`config.mk`:
```
export PLATFORM = sky130hd
export DESIGN_NAME = seg7_scan_driver
export DESIGN_NICKNAME = d
export VERILOG_FILES = /design/src/rtl/seg7_scan_driver.sv
export SDC_FILE = /design/constraint.sdc
export NUM_CORES = 1
export LEC_CHECK = 0
export BUFFER_PORTS_ARGS = -buffer_cell sky130_fd_sc_hd__clkbuf_2
export CAP_MARGIN = 20
export CORE_MARGIN = 3
export CORE_UTILIZATION = 35
export DETAILED_ROUTE_END_ITERATION = 10
export MAX_ROUTING_LAYER = met4
export PLACE_DENSITY_LB_ADDON = 0.3
export REMOVE_ABC_BUFFERS = 1
export SLEW_MARGIN = 20
export SYNTH_ARGS = -nofsm -noshare
export SYNTH_HDL_FRONTEND = slang
export SYNTH_SLANG_ARGS = --single-unit
```
`constraint.sdc`:
```
create_clock -name CLK -period 4.45 [get_ports CLK]
set_input_delay 0.2225 -clock CLK [delete_from_list [all_inputs] [get_ports CLK]]
set_output_delay 0.2225 -clock CLK [all_outputs]
set_load 0.01 [all_outputs]
```
`src/rtl/seg7_scan_driver.sv`:
```
// rtl/seg7_scan_driver.sv - multiplexed hex 7-segment scan driver with frame-latched loads and PWM dimming
//
// Purpose:
//   Time-multiplexes DIGITS hex digits onto one shared 8-bit segment bus.
//   A new value/dots pair is requested with a one-cycle load pulse. It is
//   held in a pending register and only copied to the display register at
//   a frame boundary, so a frame never mixes old and new digits.
//   Each digit slot lasts SCAN_DIV clocks. Inside a slot the digit enable
//   is pulse-width modulated by a brightness code.
//
// Parameters:
//   DIGITS       number of multiplexed digits (>= 2)
//   SCAN_DIV     clocks per digit slot, power of two, >= 2*2^DIM_BITS
//   DIM_BITS     brightness resolution in bits
//   COMMON_ANODE 1: seg_out active-low, 0: seg_out active-high
//
// Ports:
//   CLK          system clock
//   RST_N        asynchronous active-low reset
//   value_in     hex nibbles, nibble 0 (bits 3:0) is the rightmost digit
//   dots_in      decimal point per digit, 1 = lit
//   blank_lz     1 = suppress leading zeros
//   brightness   on-time code, all-ones = maximum
//   load         one-cycle request to adopt value_in/dots_in
//   load_ack     one-cycle pulse when a load reaches the display
//   frame_tick   one-cycle pulse at every frame boundary
//   seg_out      bit 7 = dp, bits 6:0 = g..a
//   dig_en       active-high digit select, one-hot or all-zero
module seg7_scan_driver #(
  parameter int DIGITS       = 4,
  parameter int SCAN_DIV     = 4096,
  parameter int DIM_BITS     = 4,
  parameter bit COMMON_ANODE = 1'b1
) (
  input  logic                  CLK,
  input  logic                  RST_N,
  input  logic [4*DIGITS-1:0]   value_in,
  input  logic [DIGITS-1:0]     dots_in,
  input  logic                  blank_lz,
  input  logic [DIM_BITS-1:0]   brightness,
  input  logic                  load,
  output logic                  load_ack,
  output logic                  frame_tick,
  output logic [7:0]            seg_out,
  output logic [DIGITS-1:0]     dig_en
);

  localparam int SLOT_W = $clog2(SCAN_DIV);
  localparam int IDX_W  = $clog2(DIGITS);

  localparam logic [SLOT_W-1:0] SLOT_LAST = SLOT_W'(SCAN_DIV - 1);
  localparam logic [IDX_W-1:0]  IDX_LAST  = IDX_W'(DIGITS - 1);

  // Segment bus level with every segment and the dp dark.
  localparam logic [7:0] SEG_OFF = COMMON_ANODE ? 8'hFF : 8'h00;

  // ---------------------------------------------------------------------
  // State
  // ---------------------------------------------------------------------
  logic [SLOT_W-1:0]   slot_cnt;
  logic [IDX_W-1:0]    idx;
  logic [DIM_BITS-1:0] bri_q;

  logic                pend;
  logic [4*DIGITS-1:0] pend_val;
  logic [DIGITS-1:0]   pend_dots;

  logic [4*DIGITS-1:0] disp_val;
  logic [DIGITS-1:0]   disp_dots;

  // ---------------------------------------------------------------------
  // Hex font, active-low g..a (bit 6 = g, bit 0 = a)
  // ---------------------------------------------------------------------
  function automatic logic [6:0] hex_font(input logic [3:0] nib);
    logic [6:0] f;
    case (nib)
      4'h0:    f = 7'b1000000;
      4'h1:    f = 7'b1111001;
      4'h2:    f = 7'b0100100;
      4'h3:    f = 7'b0110000;
      4'h4:    f = 7'b0011001;
      4'h5:    f = 7'b0010010;
      4'h6:    f = 7'b0000010;
      4'h7:    f = 7'b1111000;
      4'h8:    f = 7'b0000000;
      4'h9:    f = 7'b0010000;
      4'hA:    f = 7'b0001000;
      4'hB:    f = 7'b0000011;
      4'hC:    f = 7'b1000110;
      4'hD:    f = 7'b0100001;
      4'hE:    f = 7'b0000110;
      default: f = 7'b0001110;
    endcase
    return f;
  endfunction

  // ---------------------------------------------------------------------
  // Scan timing
  // ---------------------------------------------------------------------
  logic slot_wrap;
  logic frame_end;

  assign slot_wrap = (slot_cnt == SLOT_LAST);
  // Last cycle of the last slot: the display register is swapped on this
  // edge so the first slot of the next frame already shows the new value.
  assign frame_end = slot_wrap && (idx == IDX_LAST);

  // ---------------------------------------------------------------------
  // Leading-zero mask: lz_mask[i] is set when nibbles i..DIGITS-1 of the
  // display register are all zero. Digit 0 is never part of the mask.
  // ---------------------------------------------------------------------
  logic [DIGITS-1:0] lz_mask;
  logic              lz_run;

  always_comb begin
    lz_mask = '0;
    lz_run  = 1'b1;
    for (int i = DIGITS - 1; i >= 1; i--) begin
      lz_run     = lz_run && (disp_val[4*i +: 4] == 4'h0);
      lz_mask[i] = lz_run;
    end
  end

  // ---------------------------------------------------------------------
  // Current digit selection
  // ---------------------------------------------------------------------
  logic [3:0]        cur_nib;
  logic              cur_dot;
  logic              cur_lz;
  logic [DIGITS-1:0] dig_sel;

  always_comb begin
    cur_nib = 4'h0;
    cur_dot = 1'b0;
    cur_lz  = 1'b0;
    dig_sel = '0;
    for (int i = 0; i < DIGITS; i++) begin
      if (idx == IDX_W'(i)) begin
        cur_nib    = disp_val[4*i +: 4];
        cur_dot    = disp_dots[i];
        cur_lz     = lz_mask[i];
        dig_sel[i] = 1'b1;
      end
    end
  end

  // ---------------------------------------------------------------------
  // Segment and enable next-state
  // ---------------------------------------------------------------------
  logic       cur_blank;
  logic       cur_lit;
  logic [7:0] seg_low;
  logic [7:0] seg_next;

  assign cur_blank = blank_lz && cur_lz;

  // Cycle 0 of every slot is a dark guard cycle so the segment bus can
  // settle on the new digit before its enable rises (no ghosting).
  assign cur_lit = (slot_cnt != '0) &&
                   (slot_cnt[SLOT_W-1 -: DIM_BITS] <= bri_q);

  // Built active-low (lit = 0), then flipped for common-cathode parts.
  assign seg_low  = {~cur_dot, cur_blank ? 7'h7F : hex_font(cur_nib)};
  assign seg_next = COMMON_ANODE ? seg_low : ~seg_low;

  // ---------------------------------------------------------------------
  // Sequential logic
  // ---------------------------------------------------------------------
  always_ff @(posedge CLK or negedge RST_N) begin
    if (!RST_N) begin
      slot_cnt   <= '0;
      idx        <= '0;
      bri_q      <= '0;
      pend       <= 1'b0;
      pend_val   <= '0;
      pend_dots  <= '0;
      disp_val   <= '0;
      disp_dots  <= '0;
      load_ack   <= 1'b0;
      frame_tick <= 1'b0;
      dig_en     <= '0;
      seg_out    <= SEG_OFF;
    end else begin
      // Slot and digit counters
      if (slot_wrap) begin
        slot_cnt <= '0;
        idx      <= (idx == IDX_LAST) ? '0 : idx + IDX_W'(1);
      end else begin
        slot_cnt <= slot_cnt + SLOT_W'(1);
      end

      // Brightness is frozen for the whole slot so a change cannot cut a
      // pulse short or stretch it mid-slot.
      if (slot_cnt == '0) begin
        bri_q <= brightness;
      end

      // Latest load always wins in the pending register.
      if (load) begin
        pend_val  <= value_in;
        pend_dots <= dots_in;
      end

      if (frame_end) begin
        pend <= 1'b0;
        // A load on the boundary cycle itself bypasses the pending copy.
        if (load) begin
          disp_val  <= value_in;
          disp_dots <= dots_in;
        end else if (pend) begin
          disp_val  <= pend_val;
          disp_dots <= pend_dots;
        end
      end else if (load) begin
        pend <= 1'b1;
      end

      load_ack   <= frame_end && (pend || load);
      frame_tick <= frame_end;
      dig_en     <= cur_lit ? dig_sel : '0;
      seg_out    <= seg_next;
    end
  end

endmodule

```
**After elaboration in Yosys (flattened, before gate mapping)**

Memories as Yosys holds them, arrays and structs flattened.
Cells that the tools add are included.

- Bits in registers: 73
- ROM bits: 112
- Input bits: 28
- Output and inout port bits: 14
- Word-level logic and storage cells: 62
- Memories: 1

Memories:

| memory | depth | width | read ports | clocked after memory_dff | wr ports | line | text |
|---|---|---|---|---|---|---|---|
| (no name shown) | 16 | 7 | 1 | 0 | 0 | 76 | `case (nib)` |

- $add $sub $neg: 2
- $lt $le $gt $ge: 1
- Equality and inequality tests: 4
- Muxes and demuxes: 25
- Bitwise logic cells: 1
- Reduce and logical (&&, ||, !) cells: 16

Operators by type and width:

| kind | count |
|---|---|
| $mux 16 | 2 |
| $mux 4 | 7 |
| $mux 1 | 13 |
| $add 12x1->12 const B | 1 |
| $eq 12x12->1 const B | 1 |
| $logic_not 12->1 | 1 |
| $logic_not 4->1 | 3 |
| $mux 12 | 1 |
| $reduce_bool 12->1 | 1 |
| $mux 7 | 1 |
| $logic_and 1x1->1 | 6 |
| $eq 2x2->1 const B | 2 |
| $le 4x4->1 | 1 |
| $reduce_bool 2->1 | 2 |
| $add 2x1->2 const B | 1 |
| $eq 2x1->1 const B | 1 |
| $logic_not 2->1 | 1 |
| $mux 2 | 1 |
| $reduce_and 2->1 | 1 |
| $logic_or 1x1->1 | 1 |
| $not 1->1 | 1 |

**Logic depth before layout (Yosys ltp)**

Gate-level depths: netlist of run 1.

- Depth in word-level cells: 8
- Gate-level depth with buffers: 11
- Gate-level depth less buffers: 10

**Worst setup path after synthesis of run 1**

No wires, ideal clock.

- Path kind: register -> register
- From: register idx[0]
- To: register seg_out[3]
- Setup time: 77 ps
- Data arrival time: 2,066 ps
- Data required time: 4,373 ps
- Path slack: 2,307 ps
- Stages on the path, launching flop included: 11
- Path buffers: 1
- Path through: dfrtp_1 > ha_1 > clkbuf_1 > inv_1 > o22ai_1 > a21oi_1 > inv_1 > ha_1 > nand2_1 > o21ai_0 > a31oi_1

- Word-level cells in the longest chain between the ends: 7

Ends and longest elaborated chain:

| item | line | text |
|---|---|---|
| start: declaration | 61 | `logic [IDX_W-1:0] idx;` |
| start signal: assignment | 187 | `idx <= (idx == IDX_LAST) ? '0 : idx + IDX_W'(1);` |
| $logic_not 2->1 | 138 | `if (idx == IDX_W'(i)) begin` |
| $mux 4 (4 in a row) | 138 |  |
| $mem_v2 16x7 | n/a |  |
| $mux 7 * | 163 | `assign seg_low = {~cur_dot, cur_blank ? 7'h7F : hex_font(cur_nib)};` |
| net seg_low[3] | 152 | `logic [7:0] seg_low;` |
| end signal: assignment | 221 | `seg_out <= seg_next;` |
| end: declaration | 44 | `output logic [7:0] seg_out,` |

Mark *: on every way through the listed nets, which the timed path passes. The rest lies on a longest branch.
A chain may end at the register's enable or synchronous reset.

**Final worst setup path of run 1**

- From: register idx[0]
- To: register seg_out[0]

Same word-level chain as after synthesis.

==> run metrics, run 1 <==
synthesis-stage register bit count 73; placed cells 432; syn avg cell area 12.6 um2; depth of the CTS H-tree 3; Worst Tran Pin Value 0.765 ns; worst-path fanout max 7; pin count of the biggest net entering global routing 40; Final Wtd Congestion 0.793; Initial DRC Count 62; total power 1360 uW; status completed; vias in the first global route 2193; Inserted Diodes 0; core area 0.00928 mm2; DP HPWL 4570 um; Setup Skew 0.0111 ns; MaxCap Viol Count 0; Hold WC Path Type in -> reg; Post-Route WL 6370 um; Syn Inst Count 266; DR vias 2147; FFs w/ async S/R, synth 100%; post-layout util 42.3%; setup ws final 2.00 ns; # fillers 910; fin. max-slew vios 0; DRC 0; post-synth top area cell dfrtp_1; CTS Buffer Depth 2; critical path arrival 2.71 ns; ranking of synthesized cells by area dfrtp_1 (48%), mux2_2 (15%), dfstp_2 (6.3%), ha_1 (6.0%), nor2_1 (2.1%); sequential share of the synthesized area 54.7%; fin crit share 55.0%; share of layout cells above drive strength 1 37.5%; VDD IR-drop max 0.138 mV; Worst-Skew Late Latency 0.35 ns; slew margin rel. 49.0%; P&R area growth vs syn 17.0%; Die Wd 104 um; die height 104 um; Post-Synthesis Cell Area 0.00336 mm2; minimum clock period 2.45 ns; Top FF cell, synth dfrtp_1; total global-route track usage 12.9%; Slowest-stage cell, CP nor2_1; Pre-Repair DR Iteration Count 4; worst path cell trace inv_1, ha_1, nor2_1, a31o_2, inv_1, ha_1, or3_1, o21ai_0, a31oi_1; clock tree sinks 73; Pleak 0.00180 uW; Final Hold Vio Count 0; synth unique cells 47; synth cell count leaders dfrtp_1 (65), mux2_2 (45), nor2_1 (19), ha_1 (16), nand2_1 (15); Total Die Area 0.0108 mm2; top cell type's share of synthesized area 48.5%; DRT antenna net count 0; Final TNS setup 0 ns; Post-synth EDFFs 0; CTS resizes 0; RSZ-0062 raised after global routing no; setup bufs post-CTS 0; average routed wire per standard cell 14.2 um; Ys Warns 0; Post-layout nets 359; Non-Filler Instances 449; starting density of the core 36.2%; Vias/cell 4.78; Fmax 0.409 GHz; PortBufs 41; clk slew on worst S/H paths 0.08 ns; Num CTS Buffers 9; crit path kind reg -> reg; Worst setup EP type flip-flop; Ports 42; Critical Path Max Stage Delay 0.44 ns; FP Rows 35; Crit path required time 4.71 ns; CTS tree yes; first-pass GRT wire length 10800 um; count leader, synth dfrtp_1; Post-Place Setup Slack 2.05 ns; Worst Setup Start Kind flip-flop; Clock Root Buffer clkbuf_8; antenna violations before repair 0; Cell Pwr Density 347 mW/mm2; final number of setup-violating endpoints 0; total grt overflow 0
-- sequential cells by signal (all words and copies together), names as in the netlist --
name	flops
dig_en	4
load_ack	1
disp_dots	4
pend_val	16
bri_q	4
frame_tick	1
idx	2
slot_cnt	12
pend	1
pend_dots	4
disp_val	16
seg_out	8
-- power by group --
| group | internal [uW] | switching (uW) | total, uW |
|---|---|---|---|
| clock | 315 | 242 | 557 |
| combinational | 46.6 | 49.3 | 95.9 |
| sequential | 698 | 11.8 | 710 |
| total | 1060 | 303 | 1360 |
-- critical path: cells and delay by family, from the launching register on --
family / cells / cell delay (ns)
AOI/OAI and AO/OA: 3 / 0.48
adders and majority gates: 2 / 0.49
buffers and inverters: 2 / 0.18
DFF: 1 / 0.42
and+or+nand+nor: 2 / 0.80
-- kinds of logic (layout without fill, tap and decap cells) --
| family | Yosys count | in the layout | share of synthesized area [%] |
|---|---|---|---|
| flip-flops | 73 | 73 | 54.7 |
| AO/OA/AOI/OAI | 32 | 32 | 7.08 |
| adder cells (fa/ha/maj) | 16 | 16 | 5.96 |
| buffers and inverters | 17 | 71 | 2.39 |
| XOR/XNOR | 9 | 9 | 2.35 |
| multiplexers | 48 | 48 | 16.0 |
| AND/OR/NAND/NOR | 71 | 71 | 11.5 |
-- cells in the final DEF, fill, tap and decap left out, types with 3 or more instances in the layout --
cell      netlist  layout
dfrtp_1        65      65
mux2_2         45      45
clkbuf_2        0      40
nor2_1         19      19
ha_1           16      16
nand2_1        15      15
inv_1          11      11
clkbuf_8        0       9
dfstp_2         8       8
nor2b_1         7       7
nand3_1         7       7
xnor2_1         6       6
o21ai_0         6       6
nor3_1          4       4
a21oi_1         3       3
o21a_1          3       3
nor4_1          3       3
xor2_1          3       3
o211ai_1        3       3
-- final cells by class --
class / count / area [um2] / share of cell area, %
clock buffers: 9 / 124 / 3.15
clock inverters: 7 / 95.1 / 2.42
inverters: 11 / 41.3 / 1.05
multi-input cells: 176 / 1440 / 36.7
flip-flops and latches: 73 / 1840 / 46.8
well taps: 129 / 161 / 4.11
repair buffers: 44 / 230 / 5.86
-- through the flow --
step	area [um2]	hold WS [ns]
floorplan	3320	-0.0731
finish	3930	0.103
global placement	3700	0.335
CTS	3930	0.0896
detailed placement	3700	0.342
global route	3930	0.0978
-- metal layers --
layer  wire length [um]  share of wire [%]  global-route usage [%]  vias up
met5                  0                  0                       -        -
met4                105                1.6                    4.56        0
met3                193                3.0                    3.54       12
met2               2870                 45                    19.0       37
met1               3200                 50                    17.0     1058
li1                   -                  -                       -     1040
-- worst paths after layout --
kind | cells past startpoint | slack [ns] | from | endpoint
max | 9 | 2.00 | idx[0] | seg_out[0]
min | 2 | 0.10 | brightness[0] | bri_q[0]
max reg2reg | 9 | 2.00 | idx[0] | seg_out[0]
min reg2reg | 1 | 0.43 | disp_dots[3] | seg_out[7]
max in group asynchronous | 3 | 2.95 | RST_N | slot_cnt[7]
min in group asynchronous | 2 | 0.50 | RST_N | pend_val[2]
-- timing repair --
| item | in CTS | in global routing |
|---|---|---|
| endpoints found under the hold margin | 26 | 0 |
| hold buffers | 1 | 0 |
| setup endpoints to repair | 0 | 0 |
Note: power is estimated with default switching activity, not from simulation.
==> run 2: changes to the inputs <==
==> constraint.sdc (replaced) <==
create_clock -name CLK -period 2.1 [get_ports CLK]
set_input_delay 0.105 -clock CLK [delete_from_list [all_inputs] [get_ports CLK]]
set_output_delay 0.105 -clock CLK [all_outputs]
set_load 0.01 [all_outputs]
==> run 2 against run 1 <==
Against the previous run: hold slack lost 0.087 ns; clock skew is 0.00068 ns higher; register-to-register slack worse by 1.9 ns; cell count up 3.8%; global-route usage is 0.16 points higher; routed wire length down 0.72%; flip-flop and latch count stayed put; power up 99%; combinational power increased by 120%; clock power increased by 79%; sequential power grew 110%; setup slack got worse by 1.9 ns; highest routed layer unchanged.
==> run metrics, run 2 (synthesis gave the netlist of run 1 again) <==
critical path arrival 2.28 ns; DP HPWL 4700 um; RSZ-0062 raised after global routing yes; P&R area growth vs syn 21.7%; Ports 42; multi-input logic area 0.00146 mm2; Worst setup EP type flip-flop; Post-Place Setup Slack -0.0215 ns; Cell Pwr Density 665 mW/mm2; Fmax 0.495 GHz; Seq pwr share 55.4%; Final Wtd Congestion 0.849; Final Hold Vio Count 0; post-layout util 44.0%; Post-layout nets 377; Sw Ratio 22.4%; fin area 0.00409 mm2; starting density of the core 36.2%; final number of setup-violating endpoints 0; most frequent cells in the layout dfrtp_1 (65), mux2_2 (45), clkbuf_2 (40), nor2_1 (18), nand2_1 (15); MaxCap Viol Count 0; vias in the first global route 2274; FP Rows 35; PortBufs 41; critical register-to-register path endpoint seg_out[3]; hold path cells 2; Pre-Repair DR Iteration Count 4; Initial DRC Count 89; CTS Buffer Depth 2; crit path kind reg -> reg; Worst-Skew Late Latency 0.34 ns; register-to-register setup slack 0.08 ns; depth of the CTS H-tree 3; status completed; hold_sp value_in[4]; Hold WC Path Type in -> reg; Pint 2110 uW; average routed wire per standard cell 13.6 um; DRC 0; worst-path fanout max 6; slew margin rel. 47.5%; Die Wd 104 um; core area 0.00928 mm2; # fillers 873; total global-route track usage 13.0%; fin. max-slew vios 0; Final TNS setup 0 ns; Reg area 0.00184 mm2; die height 104 um; setup ws final 0.0790 ns; Pleak 0.00187 uW; Worst Setup Start Kind flip-flop; Post-Route WL 6330 um; pin count of the biggest net entering global routing 40; share of layout cells above drive strength 1 41.2%; Num CTS Buffers 9; Buf+Inv Stages, Crit Path 2; total grt overflow 0; minimum clock period 2.02 ns; DRT antenna net count 0; cell family with most CP delay adder cells; clock power share 36.7%; leading registers by flop count disp_val x16, pend_val x16, slot_cnt x12; DR vias 2233; Crit Reg-Reg Startpoint idx[0]; fin crit share 96.2%; CTS tree yes; Worst Tran Pin Value 0.788 ns; clock tree sinks 73; Non-Filler Instances 466; antenna violations before repair 0; VDD IR-drop max 0.232 mV; Inserted Diodes 0; Critical Path Max Stage Delay 0.42 ns; Hold EP pend_val[4]; Clock Root Buffer clkbuf_8; dpl cell area 0.00382 mm2; Switching Power 608 uW; Reg2Reg Depth 10; Slowest-stage cell, CP dfrtp_1; first-pass GRT wire length 11100 um; Total Die Area 0.0108 mm2; worst path cell trace inv_1, ha_1, nor2b_2, nand2_1, a31o_2, buf_4, ha_1, nand2_1, o21ai_0, a31oi_1; most common cell after layout, fill and taps aside dfrtp_1; placed cells 445; Setup Skew 0.0118 ns; Gate power share 7.9%; Crit path required time 2.36 ns; Vias/cell 4.79; clk slew on worst S/H paths 0.07 ns
[run 2: timing repair]
action / CTS / global route
setup buffers: 0 / 1
gates cloned: 0 / 0
endpoints found under the hold margin: 30 / 0
setup endpoints to repair: 3 / 5
pin swaps: 0 / 1
resized for setup: 1 / 8
hold buffers: 5 / 0
[run 2: worst max-delay path by stage]
stage | end | from | slack (ns) | cells after the start
floorplan | disp_dots[0] | idx[0] | -0.13 | 4
global placement | seg_out[2] | idx[0] | 0.10 | 8
detailed placement | seg_out[2] | idx[0] | -0.02 | 8
CTS | seg_out[3] | idx[0] | 0.04 | 10
global route | seg_out[0] | idx[0] | -0.008 | 10
finish | seg_out[3] | idx[0] | 0.08 | 10
[run 2: worst register-to-register path: stages, from the launching register on]
cell and delay (ns):
dfrtp_1 0.42, inv_1 0.11, ha_1 0.17, nor2b_2 0.20, nand2_1 0.08, a31o_2 0.21, buf_4 0.16, ha_1 0.29
nand2_1 0.06, o21ai_0 0.07, a31oi_1 0.17
[run 2: metrics by stage]
step / power, uW / hold WS (ns)
floorplan: 1640 / -0.191
global placement: 1740 / 0.237
detailed placement: 1750 / 0.250
CTS: 2760 / 0.00258
global route: 2840 / 0.00764
finish: 2720 / 0.0164
[run 2: per-layer routing]
metal | wire, um | global-route usage (%) | share of wire, % | up-vias
met3 | 201 | 2.36 | 3.2 | 6
met4 | 106 | 5.98 | 1.7 | 0
met2 | 2930 | 19.3 | 46 | 50
li1 | - | - | - | 1082
met5 | 0 | - | 0 | -
met1 | 3090 | 17.4 | 49 | 1095
[run 2: power by group through the flow]
stage | clock network (uW) | logic [uW] | registers [uW]
after CTS | 1030 | 221 | 1510
after global routing | 1080 | 245 | 1510
after floorplan | 0 | 106 | 1530
final | 996 | 215 | 1510
after detailed placement | 0 | 213 | 1530
after global placement | 0 | 207 | 1530
[run 2: cell type report]
class,count,area share (%)
Clock buffer,13,4.13
Inverter,11,1.01
Timing Repair Buffer,62,9.89
Sequential cell,73,45.0
Multi-Input combinational cell,176,35.7
Tap cell,129,3.95
Clock inverter,2,0.306
==> run 3: changes to the inputs <==
--- a/config.mk
+++ b/config.mk
@@ -8,7 +8,7 @@
 export BUFFER_PORTS_ARGS = -buffer_cell sky130_fd_sc_hd__clkbuf_2
 export CAP_MARGIN = 20
 export CORE_MARGIN = 3
-export CORE_UTILIZATION = 35
+export CORE_UTILIZATION = 52
 export DETAILED_ROUTE_END_ITERATION = 10
 export MAX_ROUTING_LAYER = met4
 export PLACE_DENSITY_LB_ADDON = 0.3
==> run 3 against run 2 <==
Against the previous run: fmax decreased by 1.5%; clock power rose by 14%; combinational power about the same; routed wire length shrank 6.9%; setup slack lost 0.031 ns; critical path depth stayed put; clock skew is 0.0031 ns lower.
==> run metrics, run 3 (synthesis gave the netlist of run 1 again) <==
status completed; clock power share 39.8%; Post-layout nets 378; Crit Reg-Reg Startpoint idx[0]; Worst-Skew Late Latency 0.34 ns; Seq pwr share 52.6%; P&R area growth vs syn 22.4%; Pint 2240 uW; vias in the first global route 2248; DRC 0; register-to-register setup slack 0.05 ns; DRT antenna net count 0; Hold WC Path Type in -> reg; Gate power share 7.6%; pin count of the biggest net entering global routing 74; most common cell after layout, fill and taps aside dfrtp_1; Pleak 0.00190 uW; Fmax 0.487 GHz; fin area 0.00411 mm2; total grt overflow 0; dpl cell area 0.00376 mm2; fin. max-slew vios 0; PortBufs 41; RSZ-0062 raised after global routing yes; Vias/cell 5.36; CTS tree yes; Die Wd 86.3 um; hold_sp value_in[12]; first-pass GRT wire length 10200 um; Inserted Diodes 0; Num CTS Buffers 9; Initial DRC Count 94; Ports 42; Worst Tran Pin Value 0.467 ns; Setup Skew 0.00870 ns; share of layout cells above drive strength 1 43.7%; Hold EP pend_val[12]; average routed wire per standard cell 14.2 um; Reg2Reg Depth 10; antenna violations before repair 0; clk slew on worst S/H paths 0.08 ns; die height 86.3 um; slew margin rel. 68.8%; Total Die Area 0.00746 mm2; FP Rows 28; Crit path required time 2.36 ns; core area 0.00610 mm2; leading registers by flop count disp_val x16, pend_val x16, slot_cnt x12; Final Wtd Congestion 0.825; clock tree sinks 73; VDD IR-drop max 0.437 mV; minimum clock period 2.05 ns; Clock Root Buffer clkbuf_8; Final TNS setup 0 ns; critical register-to-register path endpoint seg_out[3]; Post-Route WL 5890 um; # fillers 444; Worst setup EP type flip-flop; worst-path fanout max 6; Final Hold Vio Count 0; final number of setup-violating endpoints 0; CTS Buffer Depth 2; MaxCap Viol Count 0; DR vias 2220; Sw Ratio 21.9%; crit path kind reg -> reg; Switching Power 627 uW; DP HPWL 4210 um; total global-route track usage 18.0%; Reg area 0.00184 mm2; Cell Pwr Density 697 mW/mm2; starting density of the core 55.1%; Pre-Repair DR Iteration Count 4; multi-input logic area 0.00151 mm2; hold path cells 2; most frequent cells in the layout dfrtp_1 (63), mux2_2 (45), clkbuf_2 (40), nor2_1 (18), nand2_1 (15); depth of the CTS H-tree 3; critical path arrival 2.31 ns; Worst Setup Start Kind flip-flop; fin crit share 97.7%
[run 3: cell types whose count changed in the layout (fill, tap and decap cells not counted), moves of 2 or more]
cell	change
dfrtp_1	-2
dfrtp_2	+2
ha_1	-2
ha_4	+3
inv_1	-3
inv_2	+3
[run 3: worst max path at each step]
stage	start	slack, ns	to
floorplan	idx[0]	-0.13	disp_dots[0]
global placement	idx[0]	0.06	seg_out[2]
detailed placement	idx[0]	-0.02	seg_out[2]
CTS	idx[0]	0.04	seg_out[2]
global route	idx[0]	-0.07	seg_out[3]
finish	idx[0]	0.05	seg_out[3]
[run 3: area by class of cell]
| cell class | instances | share of cell area (%) |
|---|---|---|
| Multi-Input combinational cell | 176 | 36.7 |
| Clock buffer | 12 | 4.02 |
| Inverter | 11 | 1.01 |
| Sequential cell | 73 | 44.8 |
| Clock inverter | 4 | 1.22 |
| Timing Repair Buffer | 63 | 10.0 |
| Tap cell | 75 | 2.28 |
[run 3: repair_timing]
item | in CTS | in global routing
hold buffers | 5 | 0
endpoints found under the setup margin | 3 | 6
hold endpoints to repair | 69 | 0
buffers inserted | 0 | 1
gates resized for setup | 1 | 19
pin swaps | 0 | 2
[run 3: power by group through the flow]
stage | clock [uW] | sequential [uW] | combinational (uW)
CTS | 1170 | 1510 | 221
detailed placement | 0 | 1530 | 213
finish | 1140 | 1500 | 218
global placement | 0 | 1530 | 206
floorplan | 0 | 1530 | 106
global route | 1230 | 1510 | 245
[run 3: layer usage]
layer	global-route usage (%)	vias up	wire length, um
met4	6.80	0	72
met1	24.0	1092	2840
met2	26.7	41	2710
li1	-	1081	-
met3	4.47	6	263
met5	-	-	0
[run 3: metrics by stage]
stage,util (%),power (uW),std cells,hold WS (ns),setup WS (ns)
4_1_cts,66.1,2890,413,0.00276,0.0426
6_report,67.4,2860,414,0.0113,0.0485
3_3_place_gp,61.7,1740,392,0.159,0.0556
2_1_floorplan,-,1640,260,-0.191,-0.130
3_5_place_dp,61.7,1750,392,0.165,-0.0233
5_1_grt,67.4,2990,414,0.00642,-0.0724
[run 3: critical path, cell delays in order, from the launching register on]
cell and delay, ns:
dfrtp_2 0.48, inv_2 0.11, ha_2 0.20, nor2b_4 0.17, nand2_1 0.07, a31o_2 0.22, buf_6 0.14, ha_1 0.28
nand2_1 0.06, o21ai_0 0.07, a31oi_1 0.18
